## src/rtl/dac_sched_pkg.sv

```systemverilog
// Shared types and helpers for the DAC sample scheduler.
// DAC_SCHED_TWOS_COMP_EN selects signed input samples converted to AD5541 straight binary.
package dac_sched_pkg;

    typedef enum logic [1:0] {
        ST_IDLE  = 2'd0,
        ST_PRIME = 2'd1,
        ST_RUN   = 2'd2,
        ST_DRAIN = 2'd3
    } state_e;

    localparam logic [15:0] DEFAULT_IDLE_CODE = 16'h8000;
    localparam int unsigned ENTRY_W           = 17;

    // Applied to FIFO data only; fill and tail codes bypass this.
    function automatic logic [15:0] to_dac_code(input logic [15:0] sample);
`ifdef DAC_SCHED_TWOS_COMP_EN
        return {~sample[15], sample[14:0]};
`else
        return sample;
`endif
    endfunction

endpackage

```

## src/rtl/dac_sched_fifo.sv

```systemverilog
// Synchronous FIFO of {tlast, tdata} entries with level, single-cycle flush,
// a registered not-full flag and a flag for any stored tlast entry.
module dac_sched_fifo
    import dac_sched_pkg::*;
#(
    parameter int unsigned DEPTH = 16
) (
    input  logic                     clk,
    input  logic                     rst_n,
    input  logic                     flush,
    input  logic                     wr_en,
    input  logic [ENTRY_W-1:0]       wr_data,
    input  logic                     rd_en,
    output logic [ENTRY_W-1:0]       rd_data,
    output logic [$clog2(DEPTH):0]   level,
    output logic                     empty,
    output logic                     not_full,
    output logic                     last_present
);

    localparam int unsigned AW = $clog2(DEPTH);
    localparam logic [AW:0] FULL_LEVEL = (AW+1)'(DEPTH);

    logic [ENTRY_W-1:0] mem [DEPTH];
    logic [AW-1:0] wr_ptr_q, wr_ptr_d, rd_ptr_q, rd_ptr_d;
    logic [AW:0]   level_q, level_d, last_cnt_q, last_cnt_d;
    logic          not_full_q, not_full_d;
    logic          push, pop, push_last, pop_last;

    always_comb begin
        push       = wr_en && not_full_q;
        pop        = rd_en && (level_q != '0);
        push_last  = push && wr_data[ENTRY_W-1];
        pop_last   = pop && rd_data[ENTRY_W-1];
        wr_ptr_d   = wr_ptr_q;
        rd_ptr_d   = rd_ptr_q;
        level_d    = level_q;
        last_cnt_d = last_cnt_q;
        if (flush) begin
            wr_ptr_d   = '0;
            rd_ptr_d   = '0;
            level_d    = '0;
            last_cnt_d = '0;
        end else begin
            if (push) wr_ptr_d = wr_ptr_q + 1'b1;
            if (pop)  rd_ptr_d = rd_ptr_q + 1'b1;
            case ({push, pop})
                2'b10:   level_d = level_q + 1'b1;
                2'b01:   level_d = level_q - 1'b1;
                default: level_d = level_q;
            endcase
            case ({push_last, pop_last})
                2'b10:   last_cnt_d = last_cnt_q + 1'b1;
                2'b01:   last_cnt_d = last_cnt_q - 1'b1;
                default: last_cnt_d = last_cnt_q;
            endcase
        end
        // Looking at the next level keeps the registered ready exact, never one write late.
        not_full_d = (level_d != FULL_LEVEL);
    end

    always_ff @(posedge clk) begin
        if (push && !flush) mem[wr_ptr_q] <= wr_data;
    end

    always_ff @(posedge clk or negedge rst_n) begin
        if (!rst_n) begin
            wr_ptr_q   <= '0;
            rd_ptr_q   <= '0;
            level_q    <= '0;
            last_cnt_q <= '0;
            not_full_q <= 1'b0;
        end else begin
            wr_ptr_q   <= wr_ptr_d;
            rd_ptr_q   <= rd_ptr_d;
            level_q    <= level_d;
            last_cnt_q <= last_cnt_d;
            not_full_q <= not_full_d;
        end
    end

    assign rd_data      = mem[rd_ptr_q];
    assign level        = level_q;
    assign empty        = (level_q == '0);
    assign not_full     = not_full_q;
    assign last_present = (last_cnt_q != '0);

endmodule

```

## src/rtl/dac_sample_scheduler.sv

```systemverilog
// Paces a bursty sample stream into the DAC sink at a fixed rate and keys PTT.
// Build option DAC_SCHED_TWOS_COMP_EN: treat input samples as two's complement.
module dac_sample_scheduler
    import dac_sched_pkg::*;
#(
    parameter int unsigned FIFO_DEPTH  = 16,
    parameter int unsigned RATE_DIV    = 100,
    parameter int unsigned PRIME_LEVEL = 8,
    parameter int unsigned TAIL_TICKS  = 32,
    parameter logic [15:0] IDLE_CODE   = DEFAULT_IDLE_CODE
) (
    input  logic        clk,
    input  logic        rst_n,
    input  logic        enable,
    input  logic [15:0] s_axis_tdata,
    input  logic        s_axis_tvalid,
    input  logic        s_axis_tlast,
    output logic        s_axis_tready,
    output logic [15:0] m_axis_tdata,
    output logic        m_axis_tvalid,
    input  logic        m_axis_tready,
    output logic        ptt,
    output logic        underrun_pulse,
    output logic        late_pulse,
    output logic [15:0] underrun_count,
    output logic [1:0]  state_o
);

    localparam int unsigned LW = $clog2(FIFO_DEPTH) + 1;
    localparam int unsigned CW = $clog2(RATE_DIV);
    localparam int unsigned TW = $clog2(TAIL_TICKS + 1);
    localparam logic [CW-1:0] CNT_MAX   = CW'(RATE_DIV - 1);
    localparam logic [TW-1:0] TAIL_INIT = TW'(TAIL_TICKS);
    localparam logic [LW-1:0] PRIME_LVL = LW'(PRIME_LEVEL);

    state_e              state_q, state_d;
    logic [CW-1:0]       cnt_q, cnt_d;
    logic [TW-1:0]       tail_q, tail_d;
    logic [15:0]         out_data_q, out_data_d;
    logic                out_valid_q, out_valid_d;
    logic                underrun_q, underrun_d;
    logic                late_q, late_d;
    logic [15:0]         urun_cnt_q, urun_cnt_d;
    logic                ptt_q, ptt_d;
    logic                pacing, tick, load;

    logic                fifo_wr, fifo_rd, fifo_flush;
    logic [ENTRY_W-1:0]  fifo_rdata;
    logic [LW-1:0]       fifo_level;
    logic                fifo_empty, fifo_not_full, fifo_last;

    assign fifo_wr = s_axis_tvalid && fifo_not_full && enable && !fifo_flush;

    dac_sched_fifo #(
        .DEPTH (FIFO_DEPTH)
    ) u_fifo (
        .clk          (clk),
        .rst_n        (rst_n),
        .flush        (fifo_flush),
        .wr_en        (fifo_wr),
        .wr_data      ({s_axis_tlast, s_axis_tdata}),
        .rd_en        (fifo_rd),
        .rd_data      (fifo_rdata),
        .level        (fifo_level),
        .empty        (fifo_empty),
        .not_full     (fifo_not_full),
        .last_present (fifo_last)
    );

    always_comb begin
        state_d     = state_q;
        cnt_d       = '0;
        tail_d      = tail_q;
        out_data_d  = out_data_q;
        out_valid_d = out_valid_q && !m_axis_tready;
        underrun_d  = 1'b0;
        late_d      = 1'b0;
        urun_cnt_d  = urun_cnt_q;
        fifo_rd     = 1'b0;
        fifo_flush  = 1'b0;
        load        = 1'b0;
        pacing      = (state_q == ST_RUN) || (state_q == ST_DRAIN);
        tick        = pacing && (cnt_q == CNT_MAX);
        if (pacing) cnt_d = tick ? '0 : cnt_q + 1'b1;

        case (state_q)
            ST_IDLE: begin
                if (enable && !fifo_empty) state_d = ST_PRIME;
            end
            ST_PRIME: begin
                if (!enable) begin
                    fifo_flush = 1'b1;
                    tail_d     = TAIL_INIT;
                    state_d    = ST_DRAIN;
                end else if (fifo_level >= PRIME_LVL || fifo_last) begin
                    state_d = ST_RUN;
                end
            end
            ST_RUN: begin
                if (!enable) begin
                    fifo_flush = 1'b1;
                    tail_d     = TAIL_INIT;
                    state_d    = ST_DRAIN;
                end else if (tick) begin
                    load = 1'b1;
                    if (!fifo_empty) begin
                        fifo_rd    = 1'b1;
                        out_data_d = to_dac_code(fifo_rdata[15:0]);
                        if (fifo_rdata[ENTRY_W-1]) begin
                            tail_d  = TAIL_INIT;
                            state_d = ST_DRAIN;
                        end
                    end else begin
                        out_data_d = IDLE_CODE;
                        underrun_d = 1'b1;
                        if (urun_cnt_q != '1) urun_cnt_d = urun_cnt_q + 16'd1;
                    end
                end
            end
            default: begin
                if (tick) begin
                    load       = 1'b1;
                    out_data_d = IDLE_CODE;
                    tail_d     = tail_q - 1'b1;
                    if (tail_q == TW'(1)) state_d = ST_IDLE;
                end
            end
        endcase

        // A tick while the previous word is still unaccepted replaces it.
        if (load) begin
            out_valid_d = 1'b1;
            late_d      = out_valid_q && !m_axis_tready;
        end

        // Key held until the final tail word has left the output register.
        ptt_d = (state_q != ST_IDLE) || (ptt_q && out_valid_q);
    end

    always_ff @(posedge clk or negedge rst_n) begin
        if (!rst_n) begin
            state_q     <= ST_IDLE;
            cnt_q       <= '0;
            tail_q      <= '0;
            out_data_q  <= IDLE_CODE;
            out_valid_q <= 1'b0;
            underrun_q  <= 1'b0;
            late_q      <= 1'b0;
            urun_cnt_q  <= '0;
            ptt_q       <= 1'b0;
        end else begin
            state_q     <= state_d;
            cnt_q       <= cnt_d;
            tail_q      <= tail_d;
            out_data_q  <= out_data_d;
            out_valid_q <= out_valid_d;
            underrun_q  <= underrun_d;
            late_q      <= late_d;
            urun_cnt_q  <= urun_cnt_d;
            ptt_q       <= ptt_d;
        end
    end

    assign s_axis_tready  = fifo_not_full;
    assign m_axis_tdata   = out_data_q;
    assign m_axis_tvalid  = out_valid_q;
    assign ptt            = ptt_q;
    assign underrun_pulse = underrun_q;
    assign late_pulse     = late_q;
    assign underrun_count = urun_cnt_q;
    assign state_o        = state_q;

endmodule
```

## config.mk

```make
export PLATFORM = sky130hd
export DESIGN_NAME = dac_sample_scheduler
export DESIGN_NICKNAME = d
export VERILOG_FILES = /design/src/rtl/dac_sched_pkg.sv /design/src/rtl/dac_sched_fifo.sv /design/src/rtl/dac_sample_scheduler.sv
export SDC_FILE = /design/constraint.sdc
export NUM_CORES = 1
export LEC_CHECK = 0
export ABC_AREA = 1
export BUFFER_PORTS_ARGS = -buffer_cell sky130_fd_sc_hd__clkbuf_2
export CORE_MARGIN = 2
export CORE_UTILIZATION = 40
export CTS_BUF_LIST = sky130_fd_sc_hd__clkbuf_2 sky130_fd_sc_hd__clkbuf_4 sky130_fd_sc_hd__clkbuf_8
export DETAILED_ROUTE_END_ITERATION = 10
export HOLD_SLACK_MARGIN = 0.12
export SYNTH_ARGS = -nofsm -noshare
export SYNTH_HDL_FRONTEND = slang
export SYNTH_SLANG_ARGS = --single-unit
```

## constraint.sdc

```tcl
create_clock -name clk -period 2.52 [get_ports clk]
set_input_delay 0.126 -clock clk [delete_from_list [all_inputs] [get_ports clk]]
set_output_delay 0.126 -clock clk [all_outputs]
set_load 0.02 [all_outputs]
```

# After elaboration in Yosys (flattened, before gate mapping)
# Memory sizes are Yosys's and may differ from the RTL's.
# Index checks and enable logic that the tools add are counted.
[totals] elab_cells=129 out_inout_bits=39 ram_bits=272 regBits=70 inputBits=22 memories=1
[memory_table] memory="u_fifo.mem" depth=16 word_bits=17 rd=1 rd_ports_with_merged_regs=0 wr=1 line="dac_sched_fifo.sv:24" text="logic [ENTRY_W-1:0] mem [DEPTH];"
[classes] n_mux=49 reduce_logical=35 n_addsub=9 eq_ne=18 magnitude_cmp=1 n_bitwise=2
[ops] cell="16-bit 2-to-1 mux" n=4
[ops] cell="6-bit 2-to-1 mux" n=6
[ops] cell="16-bit one-hot mux with 2 select lines" n=1
[ops] cell="5-bit one-hot mux with 2 select lines" n=2
[ops] cell="2-bit 2-to-1 mux" n=9
[ops] cell="6-bit one-hot mux with 3 select lines" n=1
[ops] cell="16-bit by 1-bit adder with 16-bit output, second input constant" n=1
[ops] cell="1-bit 2-to-1 mux" n=16
[ops] cell="4-bit 2-to-1 mux" n=4
[ops] cell="16-bit inequality test, second input constant" n=1
[ops] cell="7-bit 2-to-1 mux" n=2
[ops] cell="1-bit logical AND" n=12
[ops] cell="5-bit by 1-bit adder with 5-bit output, second input constant" n=2
[ops] cell="5-bit 2-to-1 mux" n=2
[ops] cell="5-bit nonzero test" n=2
[ops] cell="5-bit by 1-bit subtractor with 5-bit output, second input constant" n=2
[ops] cell="3-bit inequality test, second input constant" n=3
[ops] cell="4-bit by 1-bit adder with 4-bit output, second input constant" n=2
[ops] cell="2-bit equality test, second input constant" n=4
[ops] cell="4-bit nonzero test" n=2
[ops] cell="7-bit by 1-bit adder with 7-bit output, second input constant" n=1
[ops] cell="7-bit equality test, second input constant" n=1
[ops] cell="7-bit AND reduction" n=1
[ops] cell="2-bit by 1-bit equality test with 1-bit output, second input constant" n=3
[ops] cell="other kinds (19)" n=30

# Longest topological paths before layout
# Gate-level depths: netlist of the first run.
[logic_depth] depth_word=11 depth_mapped=23 mapped_depth_nobuf=21

# Hierarchy
# A second synthesis of the first run with hierarchy kept.
[unflattened] cells_unflattened=1301 area_unflattened_um2=14735.4
[by_module_without_submodules] module="dac_sched_fifo" area_per_inst_um2=11892.7 n_inst=1 seq_area_each_um2=8643.3 cells_each=921
[by_module_without_submodules] module="dac_sample_scheduler" area_per_inst_um2=2842.7 n_inst=1 seq_area_each_um2=1277.5 cells_each=380

# Least setup slack after synthesis of the first run
# OpenSTA, ideal clock, no wires.
[synth_timing] path_kind="flip-flop to flip-flop" startpoint="register state_q[0], in the netlist state_o[0]" endpoint="register u_fifo.not_full_q, in the netlist u_fifo.not_full" stages_incl_launch_ff=18 period_less_slack_ps=2633 setup_ps=119 required_time_ps=2401 path_buffers=1 path_slack_ps=-113 t_arrival_ps=2513 cell_sequence="dfrtp_1 > inv_1 > ha_1 > nand2_1 > nor2_4 > ha_1 > clkbuf_2 > xor2_1 > ha_1 > inv_1 > nand2_1 > nand2_1 > o21ai_0 > xor2_1 > nand2_1 > nand2_1 > nor2_1 > nand2_1"
[synth_via] elab_chain_cells=11 word_cells_on_any_way=19 classes_between="eq/ne: 6; mux: 6; reduce/logical: 7"
[synth_lines] element="from (decl)" line="dac_sample_scheduler.sv:36" text="state_e state_q, state_d;"
[synth_lines] element="from (signal assigned)" line="dac_sample_scheduler.sv:152" text="state_q <= state_d;"
[synth_lines] element="2-bit equality test, on equally long branches" line="dac_sample_scheduler.sv:82, dac_sample_scheduler.sv:86"
[synth_lines] element="1-bit logical OR" line="dac_sample_scheduler.sv:82" text="pacing = (state_q == ST_RUN) || (state_q == ST_DRAIN);"
[synth_lines] element="1-bit logical AND" line="dac_sample_scheduler.sv:83" text="tick = pacing && (cnt_q == CNT_MAX);"
[synth_lines] element="1-bit 2-to-1 mux" line="dac_sample_scheduler.sv:104" text="end else if (tick) begin"
[synth_lines] element="1-bit 2-to-1 mux" line="dac_sample_scheduler.sv:100" text="if (!enable) begin"
[synth_lines] element="1-bit 2-to-1 mux" line="dac_sample_scheduler.sv:86" text="case (state_q)"
[synth_lines] element="1-bit logical AND" line="dac_sched_fifo.sv:32" text="pop = rd_en && (level_q != '0);"
[synth_lines] element="2-bit by 1-bit equality test with 1-bit output / 2-bit equality test (equally long branches)" line="dac_sched_fifo.sv:47" text="case ({push, pop})"
[synth_lines] element="5-bit one-hot mux with 2 select lines" line="dac_sched_fifo.sv:47"
[synth_lines] element="5-bit 2-to-1 mux (*)" line="dac_sched_fifo.sv:39" text="if (flush) begin"
[synth_lines] element="named net u_fifo.level_d[4]" line="dac_sched_fifo.sv:26" text="logic [AW:0] level_q, level_d, last_cnt_q, last_cnt_d;"
[synth_lines] element="5-bit inequality test (*)" line="dac_sched_fifo.sv:59" text="not_full_d = (level_d != FULL_LEVEL);"
[synth_lines] element="named net u_fifo.not_full_d" line="dac_sched_fifo.sv:27" text="logic not_full_q, not_full_d;"
[synth_lines] element="to (signal assigned)" line="dac_sched_fifo.sv:78" text="not_full_q <= not_full_d;"
[synth_lines] element="to (decl)" line="dac_sched_fifo.sv:27"
# The timed path passes the listed nets; every way through them passes the cells marked *.
# A chain may end at the register's enable or synchronous reset.

# Worst setup path in the final report of the first run
[layout_timing] startpoint="register u_fifo.rd_ptr_q[0]" endpoint="register u_fifo.last_cnt_q[4]"
[layout_via] elab_chain_cells=5 word_cells_on_any_way=7 classes_between="eq/ne: 2; mux: 2; reduce/logical: 2; memory: 1"
[layout_lines] element="from (decl)" line="dac_sched_fifo.sv:25" text="logic [AW-1:0] wr_ptr_q, wr_ptr_d, rd_ptr_q, rd_ptr_d;"
[layout_lines] element="from (signal assigned)" line="dac_sched_fifo.sv:75" text="rd_ptr_q <= rd_ptr_d;"
[layout_lines] element="memory 16 x 17 bit (*)"
[layout_lines] element="1-bit logical AND (*)" line="dac_sched_fifo.sv:34" text="pop_last = pop && rd_data[ENTRY_W-1];"
[layout_lines] element="2-bit by 1-bit equality test with 1-bit output / 2-bit equality test (equally long branches)" line="dac_sched_fifo.sv:52" text="case ({push_last, pop_last})"
[layout_lines] element="5-bit one-hot mux with 2 select lines" line="dac_sched_fifo.sv:52"
[layout_lines] element="5-bit 2-to-1 mux" line="dac_sched_fifo.sv:39"
[layout_lines] element="to (signal assigned)" line="dac_sched_fifo.sv:77" text="last_cnt_q <= last_cnt_d;"
[layout_lines] element="to (decl)" line="dac_sched_fifo.sv:26"
# Every way passes the cells marked *; elsewhere a longest branch is shown, timed or not.

==> out/metrics.yaml, run 1 <==
design_area_sq_mm: 0.0174
hp-class: "primary input to flip-flop"
synthDistinctLibCells: 42
hpwl_mm: 21.7
switching_share: 0.247
core_sq_mm: 0.0363
port_buffers: 60
area_growth_pct: 18.9
grt_usage: 0.190
postSynthCellCount: 1275
yosys.area.top_type: "edfxtp_1"
synth_edf_count: 272
clkTransAtPathRegs_ps: 70
grt_max_degree: 87
start_util: 0.403
synth_area_leaders: "edfxtp_1 (56%), dfrtp_1 (12%), o21ai_0 (5.8%), nor2_1 (5.3%), nand2_1 (4.5%)"
cts_tree: "done"
fin_crit_sh: 0.942
crit_arrival_ps: 2850
r2r_slack_ps: 150
nets: 1464
yosysSeqAreaShare: 0.679
numCtsBuffers: 54
place_area_sq_mm: 0.0157
dr.pass1.iters: 5
startpoint_type: "flip-flop"
p_int_uw: 9520
io_pins: 61
worst-path-buf-inv: 2
worstSetupPathType: "flip-flop to flip-flop"
p_switching_uw: 3130
drive_above_1_share: 0.198
die-area_sq_mm: 0.0381
crit_chain: "buf_12 > nand2_2 > nand3_2 > nand3_2 > nand3_4 > nand2_4 > nand3_4 > fa_2 > o21ai_1 > nand2_1 > nand2_1 > nand2_1 > nand2_1 > inv_1 > nand2_1 > nand2_1 > nand2_1 > nand2_1"
finalWirelength_mm: 36.0
ir_worst_vdd_uv: 564
hold_viol: 0
p_leak_uw: 0.00652
p_total_uw: 12600
synth-xor-area-share: 0.0168
cp_slowest_cell: "dfrtp_4"
antenna_found_initial: 4
pwr-share-seq: 0.517
cts_root_buf: "clkbuf_8"
syn-num-nets: 1318
synth_area_sq_mm: 0.0146
tns_ps: 0
final.setup_skew_ps: 28.6
maxSlewViolCount: 0
num_vias: 10100
synthAdderAreaFrac: 0.0185
crit_top_cell: "nand2_1"
critPathTopFamily: "simple AND/OR/NAND/NOR gates"
clock_path_buffers: 3
cts_max_level: 2
clk_latency_ps: 610
max_slew_margin: 0.508
synth_compound_area_frac: 0.109
clock_sinks: 342
synthTopCellsByCount: "edfxtp_1 (272), nor2_1 (208), nand2_1 (177)"
power_frac_clock: 0.385
cp_max_fo: 7
synthArstFlopShare: 0.205
rows: 70
synth_flop_cell: "edfxtp_1"
grt_pass1_vias: 10100
fmax_mhz: 421
final_core_util: 0.479
chipHeight_microns: 195
route.detailed.drc: 0
maxCapViolations: 0
setup_viol: 0
synth.most_common_cell: "edfxtp_1"
synth_top_family_by_area: "simple AND/OR/NAND/NOR gates"
synthMuxAreaShare: 0
grt-ovfl-total: 0
ys_seq_elements: 342
yosysTopAreaCellShare: 0.559
place_congestion: 0.827
die_w_microns: 195
grt_pass1_wl_mm: 56.3
status: "complete, no violations"
synthSimpleGateAreaFrac: 0.137
routed_via_density: 5.19
drtIter0Drc: 598
yosys_warnings: 0
p_comb_frac: 0.097
avgSynthCellArea_sq_um: 11.5
critical_path.max_stage_delay_ps: 570
end_kind: "flip-flop"
wire_per_inst_microns: 18.6
worst_pin_slew_ps: 739
finalCriticalPeriod_ps: 2370
required_ps: 2990
antenna_left: 0
powerDensity_mw_per_mm2: 728
[what timing repair did]
action / in CTS / in global routing
gates resized for setup: 1 / 31
pin swaps: 0 / 9
setup buffers: 2 / 12
hold buffers: 23 / 0
setup endpoints to repair: 2 / 4
cloned: 0 / 1
hold endpoints to repair: 355 / 0
[worst paths after layout]
path,start,to,cells past startpoint
hold reg to reg,ptt,ptt,2
max in group asynchronous,rst_n,u_fifo.rd_ptr_q[2],4
min in group asynchronous,rst_n,m_axis_tdata[15],3
hold / removal,m_axis_tready,late_pulse,3
setup reg to reg,u_fifo.rd_ptr_q[0],u_fifo.last_cnt_q[4],18
setup / recovery,u_fifo.rd_ptr_q[0],u_fifo.last_cnt_q[4],18
[cell type report]
| type | count | area (sq um) |
|---|---|---|
| multi-input cells | 800 | 4270 |
| fillers | 3276 | 18900 |
| diodes | 3 | 7.51 |
| repair inverters | 1 | 6.26 |
| well taps | 468 | 586 |
| flip-flops and latches | 342 | 9930 |
| clock buffers | 83 | 1030 |
| repair buffers | 151 | 1160 |
| clock inverters | 18 | 113 |
| inverters | 71 | 279 |
[state kept, by name (all words and copies together) (netlist names)]
| signal | count |
|---|---|
| cnt_q | 7 |
| late_pulse | 1 |
| m_axis_tdata | 16 |
| m_axis_tvalid | 1 |
| ptt | 1 |
| state_o | 2 |
| tail_q | 6 |
| u_fifo.last_cnt_q | 5 |
| u_fifo.level | 5 |
| u_fifo.mem | 272 |
| u_fifo.not_full | 1 |
| u_fifo.rd_ptr_q | 4 |
| u_fifo.wr_ptr_q | 4 |
| underrun_count | 16 |
| underrun_pulse | 1 |
[cell usage in the layout (no fill, tap or decap), drive strengths merged, types with 4 or more instances in the layout]
cell,synthesis,final
edfxtp,272,272
nor2,210,210
o21ai,199,199
nand2,185,185
clkbuf,33,142
inv,71,74
buf,29,70
dfrtp,69,69
nand3,39,39
o221ai,35,35
a21oi,26,26
dlygate4sd3,0,22
xor2,20,20
ha,20,20
o211ai,18,18
clkinv,0,15
nor3,12,12
nand4,11,11
xnor2,8,8
nand3b,4,4
or2,4,4
nor4,4,4
[cells by family (layout without fill, tap and decap cells)]
group / Yosys count / count (layout)
buf+inv: 133 / 324
fa+ha+maj: 21 / 21
xor+xnor: 28 / 28
compound gates: 281 / 281
simple gates: 470 / 470
other cells: 0 / 3
flops: 342 / 342
[tightest hold or removal path: cells and delay by family]
family,cells,cell delay [ps]
and+or+nand+nor,1,40
buffers and inverters,2,630
[metrics by stage]
step | std cells | hold slack [ps] | setup slack, ps
floorplan | 1275 | -170 | 46.2
global placement | 1795 | 177 | 87.5
detailed placement | 1795 | 184 | 14.6
CTS | 1921 | 208 | 2.76
global route | 1937 | 251 | -42.8
finish | 1937 | 247 | 147
[power by group through the flow]
| stage | Sequential (uW) | Clock, uW | Combinational (uW) |
|---|---|---|---|
| floorplan | 6600 | 0 | 708 |
| global placement | 6640 | 0 | 1120 |
| detailed placement | 6650 | 0 | 1140 |
| CTS | 6530 | 4970 | 1180 |
| global route | 6570 | 5230 | 1380 |
| finish | 6540 | 4870 | 1230 |
[layer usage]
layer | track usage | vias to the layer above | wire (microns)
met5 | 0 | - | 13
met4 | 0.0670 | 2 | 982
met3 | 0.0345 | 71 | 1710
met2 | 0.316 | 265 | 17500
met1 | 0.251 | 4910 | 15800
li1 | - | 4805 | -
Power figures use the tool's default switching activity.
==> inputs of run 2 (changes only) <==
--- a/config.mk
+++ b/config.mk
@@ -7,11 +7,14 @@
 export LEC_CHECK = 0
 export ABC_AREA = 1
 export BUFFER_PORTS_ARGS = -buffer_cell sky130_fd_sc_hd__clkbuf_2
+export CELL_PAD_IN_SITES_DETAIL_PLACEMENT = 0
+export CELL_PAD_IN_SITES_GLOBAL_PLACEMENT = 2
 export CORE_MARGIN = 2
 export CORE_UTILIZATION = 40
 export CTS_BUF_LIST = sky130_fd_sc_hd__clkbuf_2 sky130_fd_sc_hd__clkbuf_4 sky130_fd_sc_hd__clkbuf_8
 export DETAILED_ROUTE_END_ITERATION = 10
 export HOLD_SLACK_MARGIN = 0.12
+export PLACE_DENSITY = 0.79
 export SYNTH_ARGS = -nofsm -noshare
 export SYNTH_HDL_FRONTEND = slang
 export SYNTH_SLANG_ARGS = --single-unit
==> constraint.sdc (replaced) <==
create_clock -name clk -period 3 [get_ports clk]
set_input_delay 0.15 -clock clk [delete_from_list [all_inputs] [get_ports clk]]
set_output_delay 0.15 -clock clk [all_outputs]
set_load 0.02 [all_outputs]
==> run 2 against run 1 <==
Combinational power is 22% lower. Core utilization is 0.91 points lower. Setup slack better by 180 ps. First-iteration DRC count is 0.84% higher. Clock skew is 7.6 ps higher. Register-to-register slack better by 180 ps. Critical path depth is 1 lower. Flip-flop and latch count stayed put. Non-clock buffer count is 23 lower. Highest routed layer is now met4. Sequential share of layout area is 1.1 points higher. Largest cell class unchanged. Via count is 0.75% lower.
==> out/metrics.yaml, run 2 (synthesized netlist as in run 1, its figures left out) <==
rows: 70  # unchanged
finalWirelength_mm: 36.6  # +1.7%
clock_path_buffers: 3  # unchanged
pwr-share-seq: 0.509  # -0.008
route.detailed.drc: 0  # unchanged
cts_tree: "done"
num_vias: 9978  # -0.75%
startpoint_type: "flip-flop"
antenna_cells: 0  # -3
p_switching_uw: 2660  # -15%
fillers: 3364  # +2.7%
hp-class: "primary input to flip-flop"
switching_share: 0.247  # about the same
clkTransAtPathRegs_ps: 60  # about the same
core_sq_mm: 0.0363  # unchanged
grt_usage: 0.195  # +0.00521
max_slew_margin: 0.295  # -0.213
clk_latency_ps: 650  # +40 ps
chipHeight_microns: 195  # unchanged
hold_viol: 0  # unchanged
final_core_util: 0.470  # -0.00908
dr.pass1.iters: 5  # unchanged
antenna_found_initial: 0  # -4
largest_register_ffs: 272  # unchanged
required_ps: 3530  # +540 ps
die-area_sq_mm: 0.0381  # unchanged
die_w_microns: 195  # unchanged
top_register: "u_fifo.mem"
drive_above_1_share: 0.169  # -0.0297
antenna_left: 0  # unchanged
numCtsBuffers: 58  # +7.4%
status: "complete, no violations"
power_frac_clock: 0.401  # +0.016
clock_sinks: 342  # unchanged
place_area_sq_mm: 0.0156  # -0.75%
wire_per_inst_microns: 19.1  # +2.7%
nets: 1444  # -1.4%
maxCapViolations: 0  # unchanged
powerDensity_mw_per_mm2: 631  # -13%
fmax_mhz: 375  # -11%
crit_arrival_ps: 3200  # +350 ps
fin_crit_sh: 0.889  # -0.0522
most-common-layout-cells: "edfxtp_1 (272), nor2_1 (192), nand2_1 (177), o21ai_0 (168), inv_1 (68)"
port_buffers: 60  # unchanged
grt-ovfl-total: 0  # unchanged
stdcell_count: 1919  # -0.93%
hpwl_mm: 21.4  # -1.3%
area_growth_pct: 16.6
design_area_sq_mm: 0.0171  # -1.9%
drtIter0Drc: 603  # +0.84%
worstSetupPathType: "flip-flop to flip-flop"
whs_ps: 220  # -26.8 ps
place_congestion: 0.789  # -4.6%
setup_viol: 0  # unchanged
io_pins: 61  # unchanged
grt_pass1_vias: 9808  # -2.6%
final.setup_skew_ps: 36.2  # +7.61 ps
worst_pin_slew_ps: 1060  # +319 ps
grt_max_degree: 129  # +48%
cts_root_buf: "clkbuf_8"
p_leak_uw: 0.00638  # -2.1%
cp_max_fo: 7  # unchanged
finalCriticalPeriod_ps: 2670  # +295 ps
ir_worst_vdd_uv: 292  # -48%
end_kind: "flip-flop"
routed_via_density: 5.20  # +0.18%
p_int_uw: 8100  # -15%
cts_max_level: 2  # unchanged
grt_pass1_wl_mm: 56.7  # +0.75%
p_comb_frac: 0.090  # -0.007
tns_ps: 0  # unchanged
start_util: 0.403  # unchanged
maxSlewViolCount: 0  # unchanged
final_common_cell: "edfxtp_1"
rsz0062_at_grt: "no"
place_inst: 1785  # -0.56%
==> run 2: cell types whose count changed in the layout (fill, tap and decap cells not counted), sizes merged <==
cell	delta
clkinv	+6
inv	-2
dlygate4sd3	+1
diode	-3
clkinvlp	+2
buf	-24
bufinv	+2
==> run 2: what timing repair did <==
item                                    in CTS  in global routing
endpoints found under the setup margin       0                  1
hold endpoints to repair                   356                  0
resized for setup                            0                  1
hold buffers                                23                  0
setup buffers                                0                  1
==> run 2: power by group through the flow <==
stage / Clock, uW / Sequential [uW] / Combinational, uW
2_1_floorplan: 0 / 5550 / 594
3_3_place_gp: 0 / 5570 / 943
3_5_place_dp: 0 / 5570 / 948
4_1_cts: 4430 / 5480 / 976
5_1_grt: 4640 / 5500 / 1090
6_report: 4320 / 5480 / 965
==> run 2: worst paths after layout <==
| check | start | to | slack (ps) | depth (start not counted) |
|---|---|---|---|---|
| setup / recovery | cnt_q[0] | u_fifo.not_full | 330 | 17 |
| hold / removal | m_axis_tready | late_pulse | 220 | 3 |
| setup reg to reg | cnt_q[0] | u_fifo.not_full | 330 | 17 |
| hold reg to reg | cnt_q[0] | cnt_q[0] | 480 | 1 |
| max in group asynchronous | rst_n | underrun_count[14] | 940 | 4 |
| min in group asynchronous | rst_n | underrun_count[1] | 670 | 3 |
==> run 2: cell type report <==
cell class                 count  area [sq um]  area share
clock inverter                27           199      0.0117
timing repair buffer         128           908      0.0533
clock buffer                  83          1010      0.0593
sequential                   342          9930       0.582
tap                          468           586      0.0343
multi-input combinational    800          4150       0.243
inverter                      71           272      0.0159
==> run 2: critical path, cell delays in order (launching register included) <==
cell and delay [ps]:
dfrtp_1 370, ha_1 240, nand2_1 120, nor2_4 160, nand2_4 90, nor2_4 230, ha_1 230, xor2_1 200
ha_1 170, inv_1 50, nand2_1 50, nand2_1 60, o21ai_0 190, xor2_1 100, nand2_1 70, nand2_1 50
nor2_1 120, nand2_1 70
==> run 2: routing by layer <==
layer / share of wire / GRT usage
met5: 0 / 0
met4: 0.023 / 0.0628
met3: 0.051 / 0.0461
met2: 0.47 / 0.318
met1: 0.45 / 0.259
==> run 2: per-stage QoR <==
stage               power, uW  worst slack (ps)
floorplan                6140               367
global placement         6510               326
detailed placement       6520               282
CTS                     10900               257
global route            11200              24.9
finish                  10800               332
